$ cat src/rtl/cdb_arbiter.sv
// Common-data-bus arbiter: two completion sources (EX, SLB), each with a small FIFO
// and same-cycle bypass, round-robin arbitrated onto one registered broadcast bus.
module cdb_arbiter #(
  parameter int FIFO_DEPTH = 4,
  parameter int NICK_W     = 6,
  parameter int DATA_W     = 32
) (
  input  logic              clk,
  input  logic              rst,
  input  logic              rdy,
  input  logic              clr,
  input  logic              iEX_en,
  input  logic [NICK_W-1:0] iEX_nick,
  input  logic [DATA_W-1:0] iEX_dt,
  input  logic              iSLB_en,
  input  logic [NICK_W-1:0] iSLB_nick,
  input  logic [DATA_W-1:0] iSLB_dt,
  output logic              oEX_full,
  output logic              oSLB_full,
  output logic              oCDB_en,
  output logic [NICK_W-1:0] oCDB_nick,
  output logic [DATA_W-1:0] oCDB_dt,
  output logic              oCDB_src,
  output logic              oERR_ovf
);

  localparam int PTR_W = $clog2(FIFO_DEPTH);
  localparam int CNT_W = PTR_W + 1;
  localparam logic [CNT_W-1:0] DEPTH_C = CNT_W'(FIFO_DEPTH);
  localparam logic [CNT_W-1:0] FULL_TH = CNT_W'(FIFO_DEPTH - 1);

  // Index 0 is EX, index 1 is SLB; this matches the oCDB_src encoding.
  logic              in_en   [2];
  logic [NICK_W-1:0] in_nick [2];
  logic [DATA_W-1:0] in_dt   [2];

  logic [NICK_W-1:0] mem_nick [2][FIFO_DEPTH];
  logic [DATA_W-1:0] mem_dt   [2][FIFO_DEPTH];
  logic [PTR_W-1:0]  rptr [2];
  logic [PTR_W-1:0]  wptr [2];
  logic [CNT_W-1:0]  cnt  [2];
  logic              full_q [2];
  logic              prio;

  logic              acc      [2];
  logic              has_head [2];
  logic              cand     [2];
  logic [NICK_W-1:0] cand_nick[2];
  logic [DATA_W-1:0] cand_dt  [2];
  logic              pop      [2];
  logic              byp      [2];
  logic              push     [2];
  logic              drop     [2];
  logic [CNT_W-1:0]  cnt_nxt  [2];
  logic              gnt_any;
  logic              gnt_src;

  function automatic logic [PTR_W-1:0] ptr_inc(input logic [PTR_W-1:0] p);
    return p + 1'b1;
  endfunction

  assign in_en[0]   = iEX_en;
  assign in_en[1]   = iSLB_en;
  assign in_nick[0] = iEX_nick;
  assign in_nick[1] = iSLB_nick;
  assign in_dt[0]   = iEX_dt;
  assign in_dt[1]   = iSLB_dt;

  assign oEX_full  = full_q[0];
  assign oSLB_full = full_q[1];

  always_comb begin
    for (int s = 0; s < 2; s++) begin
      acc[s]       = in_en[s] && (in_nick[s] != '0);
      has_head[s]  = (cnt[s] != '0);
      cand[s]      = has_head[s] || acc[s];
      cand_nick[s] = has_head[s] ? mem_nick[s][rptr[s]] : in_nick[s];
      cand_dt[s]   = has_head[s] ? mem_dt[s][rptr[s]]   : in_dt[s];
    end
    gnt_any = cand[0] || cand[1];
    gnt_src = (cand[0] && cand[1]) ? prio : cand[1];
    for (int s = 0; s < 2; s++) begin
      pop[s]     = gnt_any && (gnt_src == 1'(s)) && has_head[s];
      byp[s]     = gnt_any && (gnt_src == 1'(s)) && !has_head[s];
      // A full FIFO still accepts when its head leaves in the same cycle.
      drop[s]    = acc[s] && !byp[s] && (cnt[s] == DEPTH_C) && !pop[s];
      push[s]    = acc[s] && !byp[s] && !drop[s];
      cnt_nxt[s] = cnt[s] + CNT_W'(push[s]) - CNT_W'(pop[s]);
    end
  end

  // Broadcast stage: control state and the registered bus
  always_ff @(posedge clk) begin
    if (rst || (rdy && clr)) begin
      for (int s = 0; s < 2; s++) begin
        cnt[s]    <= '0;
        rptr[s]   <= '0;
        wptr[s]   <= '0;
        full_q[s] <= 1'b0;
      end
      prio      <= 1'b0;
      oERR_ovf  <= 1'b0;
      oCDB_en   <= 1'b0;
      oCDB_nick <= '0;
      oCDB_dt   <= '0;
      oCDB_src  <= 1'b0;
    end else if (rdy) begin
      for (int s = 0; s < 2; s++) begin
        cnt[s]    <= cnt_nxt[s];
        full_q[s] <= (cnt_nxt[s] >= FULL_TH);
        if (pop[s])  rptr[s] <= ptr_inc(rptr[s]);
        if (push[s]) wptr[s] <= ptr_inc(wptr[s]);
      end
      if (drop[0] || drop[1]) oERR_ovf <= 1'b1;
      oCDB_en <= gnt_any;
      if (gnt_any) begin
        oCDB_nick <= cand_nick[gnt_src];
        oCDB_dt   <= cand_dt[gnt_src];
        oCDB_src  <= gnt_src;
        prio      <= ~gnt_src;
      end
    end
  end

  // FIFO storage stage: data only, no reset needed
  always_ff @(posedge clk) begin
    if (rdy && !clr && !rst) begin
      for (int s = 0; s < 2; s++) begin
        if (push[s]) begin
          mem_nick[s][wptr[s]] <= in_nick[s];
          mem_dt[s][wptr[s]]   <= in_dt[s];
        end
      end
    end
  end

endmodule

$ cat config.mk
export PLATFORM = sky130hd
export DESIGN_NAME = cdb_arbiter
export DESIGN_NICKNAME = d
export VERILOG_FILES = /design/src/rtl/cdb_arbiter.sv
export SDC_FILE = /design/constraint.sdc
export NUM_CORES = 1
export LEC_CHECK = 0
export ABC_AREA = 1
export BUFFER_PORTS_ARGS = -buffer_cell sky130_fd_sc_hd__buf_2
export CORE_ASPECT_RATIO = 0.6
export CORE_MARGIN = 4
export CORE_UTILIZATION = 54
export DETAILED_ROUTE_END_ITERATION = 10
export GPL_TIMING_DRIVEN = 1
export PLACE_DENSITY = 0.76
export SLEW_MARGIN = 20
export SYNTH_ARGS = -nofsm -noshare
export SYNTH_HDL_FRONTEND = slang
export SYNTH_SLANG_ARGS = --single-unit
export TNS_END_PERCENT = 30
$ cat constraint.sdc
create_clock -name clk -period 3.8 [get_ports clk]
set_clock_uncertainty 0.2 [all_clocks]
set_input_delay 0.76 -clock clk [delete_from_list [all_inputs] [get_ports clk]]
set_output_delay 0.76 -clock clk [all_outputs]
set_load 0.01 [all_outputs]
; ---- Word-level counts from Yosys, hierarchy flattened
; Memory sizes are Yosys's and may differ from the RTL's.
; Cells that the tools add are included.
[totals]
out_inout_bits = 43
in_bits = 82
memories = 6
ram_bits = 320
reg_bits = 42
wordCells = 154
[op_classes]
bitwise_logic = 14
addsub = 8
order_cmp = 9
muxes = 66
n_reduce_logical = 43
n_eq_ne = 2
[memory_table]
columns = name, words, width, rd, rd_ports_with_merged_regs, write_ports, line
row1 = mem_dt, 2, 128, 2, 0, 2, 38  ; logic [DATA_W-1:0] mem_dt [2][FIFO_DEPTH];
row2 = mem_nick, 2, 24, 2, 0, 2, 37  ; logic [NICK_W-1:0] mem_nick [2][FIFO_DEPTH];
row3 = cnt, 2, 3, 2, 0, 2, 41  ; logic [CNT_W-1:0] cnt [2];
row4 = rptr, 2, 2, 2, 0, 2, 39  ; logic [PTR_W-1:0] rptr [2];
row5 = wptr, 2, 2, 2, 0, 2, 40  ; logic [PTR_W-1:0] wptr [2];
row6 = full_q, 2, 1, 2, 0, 2, 42  ; logic full_q [2];
[op_table]
columns = op, count
row1 = $mux 32, 11
row2 = $mux 128, 2
row3 = $bmux 32 s2, 2
row4 = $demux 32 s2, 2
row5 = $mux 6, 11
row6 = $mux 24, 2
row7 = $mux 1, 26
row8 = $bmux 6 s2, 2
row9 = $demux 6 s2, 2
row10 = $logic_and 1x1->1, 22
row11 = $ge 3x3->1 const B, 4
row12 = $not 2->3, 4
row13 = $reduce_bool 6->1, 2
row14 = $logic_not 1->1, 10
row15 = $add 2x1->2 const B, 4
row16 = $mux 2, 4
row17 = $or 1x1->1, 8
row18 = $add 3x1->3, 2
row19 = $eq 3x3->1 const B, 2
row20 = $ge 3x2->1 const B, 2
row21 = $lt 3x1->1 const B, 2
row22 = $mux 3, 2
row23 = $reduce_bool 3->1, 2
row24 = $sub 3x1->3, 2
row25 = 5 further kinds, 10

; ---- Depth between registers and ports, before layout
[logic_depth]
ltp_word = 19
mapped_depth = 16
ltp_nobuf = 16

; ---- Worst setup path after synthesis
; Ideal clock, no wire load.
[synth_timing]
kind = input -> register
from = in iSLB_nick[1]
to = mem mem_dt[0][0] in the netlist's numbering, enable pin
required_ns = 3.167
stages = 8
path_slack_ns = -0.046
n_path_buf = 1
arrival_ns = 3.212
cell_sequence = nor2_1 nand3_1 nand2_1 nand2_2 buf_4 nand3_2 nand4_2 nor2_1
[synth_rtl]
columns = element, line
row1 = "start, declared", 16  ; input logic [NICK_W-1:0] iSLB_nick,
row2 = "end, declared", 38

==> reports/metrics.csv <==
metric,value,unit
status,"complete, no violations",
cts_root_buf,clkbuf_16,
syn_nets,1601,
gp_congestion,0.858,
port_buffers,124,
end_kind,flip-flop,
grt_util_met3,0.0440,
cp_max_fo,11,
htreeDepth,2,
synthFlopType,edfxtp_1,
power.leakage,7.03,nW
synth.area.top_cells,"edfxtp_1 62%, nand2_1 13%, nand3_1 6.4%",
p_sw,2.90,mW
setup_viol,0,
final_max_slew_viol_count,0,
num_vias,11200,
crit_top_cell,inv_1,
grt_use_met1,0.352,
core,0.0279,mm^2
slowest_stage,fa_1,
chipWidth,227,um
swShare,0.289,
p_seq_frac,0.452,
overflow,0,
final_core_util,0.635,
grt.met2_usage,0.362,
startpoint_type,flip-flop,
grt_util_all_layers,0.237,
async_reset_ff_frac,0,
tightest_slew,0.892,ns
drtAntennaViolNets,0,
nNetsFinal,1699,
die-area,0.0316,mm^2
required,3.85,ns
syn_avg_cell_area,10.3,um^2
cpLargestDelayFamily,simple AND/OR/NAND/NOR gates,
drv_cap,0,
synth_edf_count,320,
r2r-start,cnt[0][1],
timing.slew.headroom,0.406,
min_from,oCDB_dt[4],
synth_common_cells,"553 x nand2_1, 320 x edfxtp_1, 197 x nand3_1, 96 x nor2_1, 57 x o21ai_0",
r2r_cells,15,
fillCellCount,2166,
synth_warnings,0,
dr.pass1.iters,7,
r2r_setup_slack,0.61,ns
cts_setup_buffers,0,
fp.dieH,139,um
yosysTopAreaCell,edfxtp_1,
r2r-end,full_q[0][1],
whs_path_depth,2,
finalWorstSetupSlack,0.611,ns
critPathMaxStageDelay,0.52,ns
ff_latch_area,0.0105,mm^2
ir_drop,0.301,mV
timing.setup.tns,0,ns
multi_input_area,0.00451,mm^2
drc,0,
synthCells,1505,
crit_buf_inv,4,
final_cells,1996,
insertion_delay,0.52,ns
arrival,3.24,ns
synth_most_common_cell,nand2_1,
row_count,47,
seq_area_frac_synth,0.673,
dp.cells,1934,
holdPathEnd,oCDB_dt[4],
initial_core_util,0.556,
min_period,3.19,ns
power_frac_comb,0.198,
cts_tree,built,
rsz0062_at_grt,no,
min_period_over_period,0.839,
netlist.area_leader.share,0.619,
dp_hpwl,23600,um
grt_pass1_vias,10500,
cts_resized,0,
ios,125,
layout-drive-gt1-share,0.143,
routedWlPerCell,19.2,um
antenna_found_initial,4,
clockBufferDepth,3,
preCtsSetupSlack,0.164,ns
hold_class,reg2reg,
finalHoldViolCount,0,
top_usage_layer,met2,
drt_iter0_markers,1429,
clkSinkCount,362,
clockPowerShare,0.350,
routed_wirelength,38300,um
grt_max_degree,79,
synth.distinct_cells,30,
powerDensity,567,mW/mm^2
syn2layout_area_growth,14.3,%
grt_first_pass_wirelength,58600,um
cts_hold_buf,0,
internal-power,7.14,mW
via_per_inst,5.60,
whs,0.264,ns
clkTransAtPathRegs,0.07,ns
synth_area,0.0155,mm^2
max_freq,0.314,GHz
synth-seq-cells,362,
crit_chain,nor2_2 -> inv_2 -> nor2_4 -> nand2_4 -> nand2_2 -> nand2_1 -> inv_1 -> ha_1 -> inv_1 -> ha_1 -> inv_1 -> fa_1 -> nor2_1 -> nand2_1 -> o21ai_0,
critPathKind,reg2reg,
cts_buffers,34,
[stage by stage]
stage | total power [mW] | area, um^2
floorplan | 5.93 | 15500
global placement | 6.53 | 16600
detailed placement | 6.58 | 16600
CTS | 10.1 | 17700
global route | 10.5 | 17700
finish | 10.0 | 17700
[final cells by class]
| type | instances | area share |
|---|---|---|
| Antenna cell | 1 | 0.000141 |
| Clock buffer | 51 | 0.0603 |
| Clock inverter | 10 | 0.00543 |
| Inverter | 44 | 0.00931 |
| Multi-Input combinational cell | 1009 | 0.254 |
| Sequential cell | 362 | 0.589 |
| Tap cell | 367 | 0.0259 |
| Timing Repair Buffer | 152 | 0.0553 |
[tightest hold or removal path, stage by stage, from the launching register on]
cell     delay (ns)
dfxtp_1        0.31
nand2_1        0.06
a21oi_1        0.05
[power by group through the flow]
stage                     registers, mW  logic, mW  clock network, mW
after detailed placement           4.62       1.96                  0
after global routing               4.55       2.21               3.73
final                              4.54       1.99               3.52
after floorplan                    4.63       1.30                  0
after CTS                          4.54       1.98               3.55
after global placement             4.62       1.91                  0
[layout by cell type (no fill, tap or decap), types with 5 or more instances in the layout]
cell and count:
inv_1 37, nand2_1 553, clkbuf_16 38, buf_2 124, clkbuf_1 6, xnor2_1 5
buf_4 16, clkinv_1 5, inv_2 7, ha_1 12, nand3_1 197, a21oi_1 46
o21ai_1 22, nor2_1 88, dfxtp_1 42, edfxtp_1 320, clkbuf_8 7, o21ai_0 57
buf_12 12, nor2_4 9
[per-layer routing]
| layer | up-vias | share of wire |
|---|---|---|
| met5 | - | 0.00078 |
| li1 | 5287 | - |
| met1 | 5299 | 0.44 |
| met3 | 84 | 0.082 |
| met2 | 509 | 0.45 |
| met4 | 6 | 0.027 |
[logic make-up after synthesis]
group	Yosys count	share of synthesized area
and+or+nand+nor	861	0.228
xor gates and xnor gates	6	0.00339
DFF	362	0.673
AOI/OAI and AO/OA	128	0.0425
adders and majority gates	14	0.0123
buffers and inverters	134	0.0405
[flip-flops by register name, indices dropped and copies added (netlist names)]
| register | cells |
|---|---|
| oERR_ovf | 1 |
| cnt | 6 |
| mem_dt | 256 |
| rptr | 4 |
| prio | 1 |
| full_q | 2 |
| mem_nick | 48 |
| oCDB_en | 1 |
| oCDB_dt | 32 |
| wptr | 4 |
| oCDB_src | 1 |
| oCDB_nick | 6 |
[worst max path at each step]
stage          cells past startpoint           end         start  slack [ns]
2_1_floorplan                      8  mem_dt[0][0]  iSLB_nick[1]       -0.05
3_3_place_gp                      16  full_q[0][0]   iEX_nick[5]        0.25
3_5_place_dp                      16  full_q[0][0]   iEX_nick[5]        0.16
4_1_cts                           15  full_q[0][1]     cnt[0][1]        0.62
5_1_grt                           15  full_q[0][1]     cnt[0][1]        0.39
6_report                          15  full_q[0][1]     cnt[0][1]        0.61
(Power assumes the default switching activity.)
